`src/rtl/cache_axi_sched.sv`:
```
`default_nettype none
// ============================================================================
// cache_axi_sched: serialises cache fills and victim writebacks onto one
// AXI4 master as single INCR line bursts, writeback first.   Rev 1.0
// ============================================================================
module cache_axi_sched #(
   parameter int AXI_ADDR_WIDTH = 32,
   parameter int AXI_DATA_WIDTH = 64,
   parameter int AXI_ID_WIDTH   = 4,
   parameter int LINE_BEATS     = 4,
   parameter int WR_ID          = 0,
   parameter int RD_ID          = 1
) (
   input  logic                          clk,
   input  logic                          rst_n,
   input  logic                          wb_req,
   input  logic [AXI_ADDR_WIDTH-1:0]     wb_addr,
   output logic                          wb_gnt,
   input  logic [AXI_DATA_WIDTH-1:0]     wb_wdata,
   output logic                          wb_wbeat,
   output logic                          wb_done,
   output logic                          wb_err,
   input  logic                          fill_req,
   input  logic [AXI_ADDR_WIDTH-1:0]     fill_addr,
   output logic                          fill_gnt,
   output logic [AXI_DATA_WIDTH-1:0]     fill_rdata,
   output logic                          fill_rvalid,
   output logic                          fill_rlast,
   output logic                          fill_done,
   output logic                          fill_err,
   output logic [AXI_ADDR_WIDTH-1:0]     M_AXI_AWADDR,
   output logic [AXI_ID_WIDTH-1:0]       M_AXI_AWID,
   output logic [1:0]                    M_AXI_AWBURST,
   output logic [2:0]                    M_AXI_AWSIZE,
   output logic [7:0]                    M_AXI_AWLEN,
   output logic                          M_AXI_AWVALID,
   input  logic                          M_AXI_AWREADY,
   output logic [AXI_DATA_WIDTH-1:0]     M_AXI_WDATA,
   output logic [AXI_DATA_WIDTH/8-1:0]   M_AXI_WSTRB,
   output logic                          M_AXI_WLAST,
   output logic                          M_AXI_WVALID,
   input  logic                          M_AXI_WREADY,
   input  logic [1:0]                    M_AXI_BRESP,
   input  logic [AXI_ID_WIDTH-1:0]       M_AXI_BID,
   input  logic                          M_AXI_BVALID,
   output logic                          M_AXI_BREADY,
   output logic [AXI_ADDR_WIDTH-1:0]     M_AXI_ARADDR,
   output logic [AXI_ID_WIDTH-1:0]       M_AXI_ARID,
   output logic [1:0]                    M_AXI_ARBURST,
   output logic [2:0]                    M_AXI_ARSIZE,
   output logic [7:0]                    M_AXI_ARLEN,
   output logic                          M_AXI_ARVALID,
   input  logic                          M_AXI_ARREADY,
   input  logic [AXI_DATA_WIDTH-1:0]     M_AXI_RDATA,
   input  logic [1:0]                    M_AXI_RRESP,
   input  logic [AXI_ID_WIDTH-1:0]       M_AXI_RID,
   input  logic                          M_AXI_RLAST,
   input  logic                          M_AXI_RVALID,
   output logic                          M_AXI_RREADY
);

   localparam int c_bb   = AXI_DATA_WIDTH / 8;
   localparam int c_off  = $clog2(c_bb * LINE_BEATS);
   localparam int c_cw   = $clog2(LINE_BEATS);
   localparam logic [AXI_ADDR_WIDTH-1:0] c_mask =
      ~((AXI_ADDR_WIDTH'(1) << c_off) - AXI_ADDR_WIDTH'(1));
   localparam logic [c_cw-1:0] c_last = c_cw'(LINE_BEATS - 1);
   localparam logic [AXI_ID_WIDTH-1:0] c_wr_id = AXI_ID_WIDTH'(WR_ID);
   localparam logic [AXI_ID_WIDTH-1:0] c_rd_id = AXI_ID_WIDTH'(RD_ID);

   typedef enum logic [2:0] {
      S_IDLE = 3'd0,
      S_AW   = 3'd1,
      S_W    = 3'd2,
      S_B    = 3'd3,
      S_AR   = 3'd4,
      S_R    = 3'd5
   } state_t;

   state_t                      state_q, state_d;
   logic [AXI_ADDR_WIDTH-1:0]   addr_q, addr_d;
   logic [c_cw-1:0]             cnt_q, cnt_d;
   logic                        rerr_q, rerr_d;
   logic                        w_wlast;
   logic                        w_rbeat;
   logic                        w_rbeat_err;

   assign w_wlast     = (cnt_q == c_last);
   assign w_rbeat     = (state_q == S_R) && M_AXI_RVALID;
   assign w_rbeat_err = (M_AXI_RRESP != 2'b00) || (M_AXI_RID != c_rd_id);

   always_ff @(posedge clk or negedge rst_n) begin
      if (!rst_n) begin
         state_q <= S_IDLE;
         addr_q  <= '0;
         cnt_q   <= '0;
         rerr_q  <= 1'b0;
      end else begin
         state_q <= state_d;
         addr_q  <= addr_d;
         cnt_q   <= cnt_d;
         rerr_q  <= rerr_d;
      end
   end

   always_comb begin
      state_d  = state_q;
      addr_d   = addr_q;
      cnt_d    = cnt_q;
      rerr_d   = rerr_q;
      wb_gnt   = 1'b0;
      fill_gnt = 1'b0;
      case (state_q)
         S_IDLE: begin
            if (wb_req) begin
               wb_gnt  = 1'b1;
               addr_d  = wb_addr & c_mask;
               cnt_d   = '0;
               state_d = S_AW;
            end else if (fill_req) begin
               fill_gnt = 1'b1;
               addr_d   = fill_addr & c_mask;
               cnt_d    = '0;
               rerr_d   = 1'b0;
               state_d  = S_AR;
            end
         end
         S_AW: if (M_AXI_AWREADY) state_d = S_W;
         S_W: begin
            if (M_AXI_WREADY) begin
               cnt_d = cnt_q + 1'b1;
               if (w_wlast) state_d = S_B;
            end
         end
         S_B: if (M_AXI_BVALID) state_d = S_IDLE;
         S_AR: if (M_AXI_ARREADY) state_d = S_R;
         S_R: begin
            if (M_AXI_RVALID) begin
               cnt_d = cnt_q + 1'b1;
               // A non-final beat at the line end means the burst overran; keep it flagged
               if (w_rbeat_err || (!M_AXI_RLAST && (cnt_q == c_last))) rerr_d = 1'b1;
               if (M_AXI_RLAST) state_d = S_IDLE;
            end
         end
         default: state_d = S_IDLE;
      endcase
   end

   assign M_AXI_AWADDR  = addr_q;
   assign M_AXI_AWID    = c_wr_id;
   assign M_AXI_AWBURST = 2'b01;
   assign M_AXI_AWSIZE  = 3'($clog2(c_bb));
   assign M_AXI_AWLEN   = 8'(LINE_BEATS - 1);
   assign M_AXI_AWVALID = (state_q == S_AW);

   assign M_AXI_WDATA   = wb_wdata;
   assign M_AXI_WSTRB   = {c_bb{1'b1}};
   assign M_AXI_WLAST   = w_wlast;
   assign M_AXI_WVALID  = (state_q == S_W);
   assign wb_wbeat      = M_AXI_WVALID && M_AXI_WREADY;

   assign M_AXI_BREADY  = (state_q == S_B);
   assign wb_done       = M_AXI_BREADY && M_AXI_BVALID;
   assign wb_err        = wb_done && ((M_AXI_BRESP != 2'b00) || (M_AXI_BID != c_wr_id));

   assign M_AXI_ARADDR  = addr_q;
   assign M_AXI_ARID    = c_rd_id;
   assign M_AXI_ARBURST = 2'b01;
   assign M_AXI_ARSIZE  = 3'($clog2(c_bb));
   assign M_AXI_ARLEN   = 8'(LINE_BEATS - 1);
   assign M_AXI_ARVALID = (state_q == S_AR);
   assign M_AXI_RREADY  = (state_q == S_R);

   assign fill_rdata    = M_AXI_RDATA;
   assign fill_rvalid   = w_rbeat;
   assign fill_rlast    = w_rbeat && M_AXI_RLAST;
   assign fill_done     = fill_rlast;
   assign fill_err      = fill_rlast && (rerr_q || w_rbeat_err || (cnt_q != c_last));

endmodule
`default_nettype wire

```
`config.mk`:
```
export PLATFORM = sky130hd
export DESIGN_NAME = cache_axi_sched
export DESIGN_NICKNAME = d
export VERILOG_FILES = /design/src/rtl/cache_axi_sched.sv
export SDC_FILE = /design/constraint.sdc
export NUM_CORES = 1
export LEC_CHECK = 0
export CAP_MARGIN = 0
export CORE_AREA = 2 2 181 183
export DETAILED_ROUTE_END_ITERATION = 16
export DIE_AREA = 0 0 183 185
export DONT_BUFFER_PORTS = 1
export PLACE_DENSITY = 0.3
export SLEW_MARGIN = 20
export SYNTH_ARGS = -nofsm -noshare
export SYNTH_HDL_FRONTEND = slang
export SYNTH_SLANG_ARGS = --single-unit
```
`constraint.sdc`:
```
create_clock -name clk -period 4.09 [get_ports clk]
set_input_delay 0.2045 -clock clk [delete_from_list [all_inputs] [get_ports clk]]
set_output_delay 0.2045 -clock clk [all_outputs]
set_load 0.05 [all_outputs]
```
==> results of run 1 <==
==> critical path, delay by kind of cell (launching register included) <==
kind | cells | cell delay, ns
simple gates | 3 | 1.34
flops | 1 | 0.64
buf+inv | 1 | 0.29
==> metrics by stage <==
step,hold WS (ns),utilization
global placement,-0.0897,0.0799
floorplan,-0.0911,-
finish,0.0688,0.0858
detailed placement,-0.0901,0.0799
global route,0.0750,0.0858
CTS,0.0568,0.0858
==> kinds of logic (layout without fill, tap and decap cells) <==
kind of cell    after synthesis  in the layout  share of synthesized area
mux                          56             56                      0.182
fa+ha+maj                     1              1                    0.00363
compound gates               15             15                     0.0301
flops                        33             33                      0.240
other cells                   2             52                    0.00218
buf+inv                     219             16                      0.469
simple gates                 41             41                     0.0726
==> power breakdown <==
group          internal [mW]  switching (mW)  leakage [nW]
combinational          0.253           0.436         0.563
sequential             0.471            1.20         0.389
clock                  0.258           0.160        0.0799
==> cells in the final DEF, fill, tap and decap left out, types with 2 or more instances in the layout <==
cell	Yosys	final
o21ai_0	3	3
o311ai_0	2	2
nor2b_1	3	3
nor2_1	7	7
conb_1	2	52
a21oi_1	3	3
nand2b_1	3	3
buf_4	208	3
nor4b_1	2	2
nor3_1	3	3
mux2_2	34	34
clkbuf_16	0	5
dfrtp_1	33	33
mux2i_1	2	2
mux2_1	20	20
nand2_1	8	8
and2_1	5	5
inv_1	3	3
clkbuf_8	0	2
==> sequential cells by signal, indices dropped and copies added (netlist names) <==
name / cells
rerr_q: 1
state_q: 3
M_AXI_ARADDR: 27
cnt_q: 2
==> worst min-delay path by stage <==
stage | from | endpoint
global placement | rst_n | M_AXI_ARADDR[21]$_DFFE_PN0P_
detailed placement | rst_n | M_AXI_ARADDR[16]$_DFFE_PN0P_
finish | M_AXI_AWREADY | state_q[1]$_DFFE_PN0P_
floorplan | rst_n | M_AXI_ARADDR[10]$_DFFE_PN0P_
global route | M_AXI_AWREADY | state_q[1]$_DFFE_PN0P_
CTS | M_AXI_AWREADY | state_q[1]$_DFFE_PN0P_
==> cell type report <==
type                       count  area [um2]
timing repair buffer           5        52.6
clock inverter                 1        5.00
sequential                    33         826
multi-input combinational    165        1190
inverter                       3        11.3
clock buffer                   7         153
fill                        3710       29300
tap                          408         510
==> routing by layer <==
layer,track usage,vias up,share of wire
li1,-,624,-
met1,0.0427,764,0.28
met2,0.0870,204,0.46
met3,0.0438,59,0.19
met4,0.0464,2,0.074
met5,0,-,0.0018
==> qor.csv, run 1 <==
stage,metric,value,unit
critical_path,Crit. Startpoint,state_q[2]$_DFFE_PN0P_,
drt,final wirelength,10100,um
clock_network,CTS Buffer Depth,2,
pwr,worst-case vdd ir drop,0.000509,V
global_routing,largest net degree at the start of global routing,34,
synthesis,commonest cells in the netlist,"buf_4 (208), mux2_2 (34), dfrtp_1 (33)",
critical_path,"Slowest-stage cell, CP",and4b_1,
pwr,pwr dens,1010,mW/mm2
floorplan,Die Y,185,um
run,max_cap viols,0,
clock_network,Resize count post-CTS,0,
floorplan,Rows,66,
clock_network,clk sinks,33,
synthesis,leading area contributor after synthesis,buf_4,
worst_hold_path,Hold Crit Class,input port to register,
drt,vias,1653,
drt,Antenna Violating Nets Remaining,0,
synthesis,top_reg_cell synth,dfrtp_1,
pwr,Pleak,1.03,nW
placed_design,Detailed Place HPWL,8140,um
global_routing,vias in the first global route,1610,
placed_design,DP Cell Count,612,
timing,setup violators final,0,
layout,layout cells sized above 1,0.229,
synthesis,Post-synth EDFFs,0,
critical_path,R2R Setup Slk,2.07,ns
placed_design,Post-DP Area,0.00256,mm2
global_routing,first-pass GRT wire length,12400,um
timing,Layout Skew,0.00647,ns
layout,Area Growth Syn to Fin,-20.3,%
global_routing,global route overflow,0,
drt,DRC viols,0,
critical_path,R2R cell count,3,
clock_network,Post-CTS Hold Buffers,2,
critical_path,RR Startpoint,state_q[0]$_DFFE_PN0P_,
critical_path,CP Launch Type,register,
pwr,Design Power,2.78,mW
timing,Final period util,0.677,
placed_design,PortBufs,0,
synthesis,fraction of the yosys area taken by sequential cells,0.240,
layout,Post-Layout Inst Area,0.00275,mm2
synthesis,dominant cell by count in the synthesized netlist,buf_4,
critical_path,Required @ worst endpoint,3.89,ns
floorplan,chip width,183,um
clock_network,Root Driver,clkbuf_16,
floorplan,Initial Util,0.108,
status,outcome,"complete, no violations",
critical_path,cell with the most instances on the worst path,and2_1,
critical_path,Crit Path Category,register to output port,
timing,Pins Over Slew Limit,0,
global_routing,gr usage total,0.0545,
synthesis,share of the synthesized area in the top cell type,0.453,
critical_path,largest stage delay on the critical path,0.65,ns
synthesis,ys async rst share,1.00,
critical_path,Critical Path Sink Type,output port,
synthesis,Mapped Cells,367,
layout,fin cells,622,
critical_path,"Data arrival, critical path",2.56,ns
synthesis,Yosys Warn Count,0,
clock_network,CTS tree,built,
drt,WL/cell,16.2,um
worst_hold_path,hold path depth,2,
timing,setup TNS,0,ns
clock_network,clock transition at the registers of the reported paths,0.06,ns
timing,Final Hold Fails,0,
clock_network,H-tree levels,2,
clock_network,cts bufs inserted,5,
critical_path,Setup crit end,fill_err,
timing,headroom to the max-slew limit,0.343,
synthesis,"top cells by area, synth","buf_4 (45%), dfrtp_1 (24%), mux2_2 (11%), mux2_1 (6.5%), and2_1 (0.91%)",
layout,Final Net Count,428,
synthesis,"Avg Cell Area, Syn",9.39,um2
floorplan,die area,0.0339,mm2
timing,Tightest Pin Transition,0.985,ns
clock_network,clk_lat worst skew,0.29,ns
critical_path,r2r endpoint,M_AXI_ARADDR[17]$_DFFE_PN0P_,
timing,Max Fclk,361,MHz
drt,router iterations before antenna repair,4,
floorplan,Core ar.,0.0320,mm2
critical_path,worst-path cell chain,and4b_1 -> and2_1 -> buf_4 -> and2_1,
placed_design,dpl ws,1.66,ns
critical_path,Crit Path Max Fanout,15,
synthesis,mapped cell area,0.00345,mm2
layout,Ant. Diodes,0,
synthesis,Synth cell types,38,
placed_design,Routability Congestion,0.666,
drt,drt first-iter violations,36,
global_routing,initial antenna violation count,1,
synthesis,register bit count reported by yosys,33,
timing,final worst-path setup slack,1.32,ns
drt,via/cell ratio,2.66,
timing,RSZ-0062 raised after global routing,false,
clock_network,postcts setup bufs,0,
timing,Final min period,2.77,ns
floorplan,IO Count,463,
Note: power is estimated with default switching activity, not from simulation.
==> run 2: changes to the inputs <==
==> constraint.sdc (replaced) <==
create_clock -name clk -period 2.35 [get_ports clk]
set_input_delay 0.1175 -clock clk [delete_from_list [all_inputs] [get_ports clk]]
set_output_delay 0.1175 -clock clk [all_outputs]
set_load 0.05 [all_outputs]
==> run 2 against run 1 <==
Against the previous run: combinational power grew to 2.6 times the previous value; sequential cell count is the same; total power grew 81%.
==> qor.csv, run 2 (same netlist as run 1, synthesis figures left out) <==
stage,metric,value,unit
layout,most frequent cells in the layout,"conb_1 (52), mux2_2 (34), dfrtp_1 (33)",
clock_network,CTS Buffer Depth,2,
global_routing,gr usage total,0.0562,
layout,"most common cell after layout, fill and taps aside",conb_1,
global_routing,initial antenna violation count,1,
drt,via/cell ratio,2.64,
layout,number of flip-flops in the largest register,27,
critical_path,Critical Path Sink Type,output port,
status,outcome,"complete, no violations",
global_routing,first-pass GRT wire length,12800,um
floorplan,Initial Util,0.108,
floorplan,Rows,66,
critical_path,CP Launch Type,register,
global_routing,GR Util met2,0.0885,
drt,DRC viols,0,
placed_design,Routability Congestion,0.690,
drt,router iterations before antenna repair,3,
layout,Final Net Count,445,
timing,Layout Skew,0.00559,ns
timing,Final period util,0.823,
timing,setup violators final,0,
floorplan,IO Count,463,
critical_path,Crit Path Category,register to output port,
clock_network,H-tree levels,2,
clock_network,CTS tree,built,
drt,WL/cell,15.9,um
timing,Max Fclk,517,MHz
timing,Final min period,1.93,ns
timing,Final Hold Fails,0,
global_routing,busiest grt layer,met2,
clock_network,cts bufs inserted,5,
layout,Area Growth Syn to Fin,-15.8,%
timing,Pins Over Slew Limit,0,
floorplan,Core ar.,0.0320,mm2
pwr,Pleak,1.12,nW
placed_design,Detailed Place HPWL,8280,um
clock_network,clk_lat worst skew,0.29,ns
clock_network,clock transition at the registers of the reported paths,0.06,ns
global_routing,met1 Resource Use GR,0.0457,
drt,vias,1686,
layout,Post-Layout Inst Area,0.00290,mm2
critical_path,Crit Path Max Fanout,6,
critical_path,"Slowest-stage cell, CP",ha_1,
drt,final wirelength,10200,um
clock_network,Root Driver,clkbuf_16,
global_routing,vias in the first global route,1651,
floorplan,Die Y,185,um
critical_path,"Data arrival, critical path",1.82,ns
worst_hold_path,Hold Crit Class,input port to register,
run,max_cap viols,0,
drt,drt first-iter violations,41,
layout,layout cells sized above 1,0.281,
critical_path,WP buf/inv,1,
floorplan,die area,0.0339,mm2
pwr,pwr dens,1730,mW/mm2
layout,Ant. Diodes,0,
timing,RSZ-0062 raised after global routing,false,
critical_path,Required @ worst endpoint,2.23,ns
floorplan,chip width,183,um
placed_design,Post-DP Area,0.00271,mm2
global_routing,global route overflow,0,
critical_path,largest stage delay on the critical path,0.61,ns
timing,setup TNS,0,ns
global_routing,largest net degree at the start of global routing,34,
global_routing,grt met3 use,0.0435,
drt,Antenna Violating Nets Remaining,0,
placed_design,PortBufs,0,
critical_path,"delay-heaviest family, CP",adder cells,
pwr,worst-case vdd ir drop,0.000887,V
timing,Tightest Pin Transition,0.910,ns
timing,WHS,0.0241,ns
timing,headroom to the max-slew limit,0.394,
critical_path,worst-path cell chain,ha_1 -> nand4b_1 -> and2_1 -> buf_12,
clock_network,clk sinks,33,
clock_network,postcts setup bufs,0,
-- run 2: cell count changes in the layout (fill, tap and decap cells not counted), sizes merged --
cell,previous run,this run
buf,4,20
dlygate4sd3,1,2
-- run 2: worst min-delay path: stages --
cell	delay [ns]
nand2_1	0.04
nand2_1	0.06
a21oi_1	0.06
-- run 2: path summary, 6_finish.rpt --
| kind | start | slack [ns] | depth (start not counted) | to |
|---|---|---|---|---|
| max | cnt_q[0]$_DFFE_PN0P_ | 0.42 | 4 | fill_err |
| min | M_AXI_RVALID | 0.02 | 3 | state_q[2]$_DFFE_PN0P_ |
| max reg2reg | state_q[0]$_DFFE_PN0P_ | 0.55 | 3 | M_AXI_ARADDR[17]$_DFFE_PN0P_ |
| min reg2reg | rerr_q$_DFFE_PN0P_ | 0.50 | 1 | rerr_q$_DFFE_PN0P_ |
| max in group asynchronous | rst_n | 1.83 | 2 | M_AXI_ARADDR[18]$_DFFE_PN0P_ |
| min in group asynchronous | rst_n | 0.33 | 2 | M_AXI_ARADDR[7]$_DFFE_PN0P_ |
-- run 2: power breakdown --
part | internal [mW] | switching [mW] | total (mW)
sequential | 0.830 | 1.65 | 2.48
combinational | 0.585 | 1.23 | 1.82
clock | 0.450 | 0.282 | 0.732
total | 1.86 | 3.16 | 5.03
-- run 2: area by class of cell --
class	count	area, um2
flip-flops and latches	33	826
clock inverters	1	5.00
well taps	408	510
multi-input cells	165	1190
inverters	3	11.3
repair buffers	22	208
fillers	3708	29100
clock buffers	7	153
-- run 2: metal layers --
layer  wire [um]  vias up
met1        2770      760
met3        1970       58
li1            -      661
met2        4640      205
met4         787        2
met5          18        -
-- run 2: stage by stage --
step	std cells	setup WS [ns]	util	power, mW
after global placement	628	0.529	0.0844	4.30
after detailed placement	628	0.495	0.0844	4.32
after global routing	639	0.278	0.0906	5.29
after floorplan	417	0.179	-	4.92
after CTS	639	0.375	0.0906	5.11
final	639	0.416	0.0906	5.03
-- run 2: what timing repair did --
action | in CTS | in global routing
resized for setup | 0 | 0
endpoints found under the hold margin | 34 | 0
hold buffers | 3 | 0
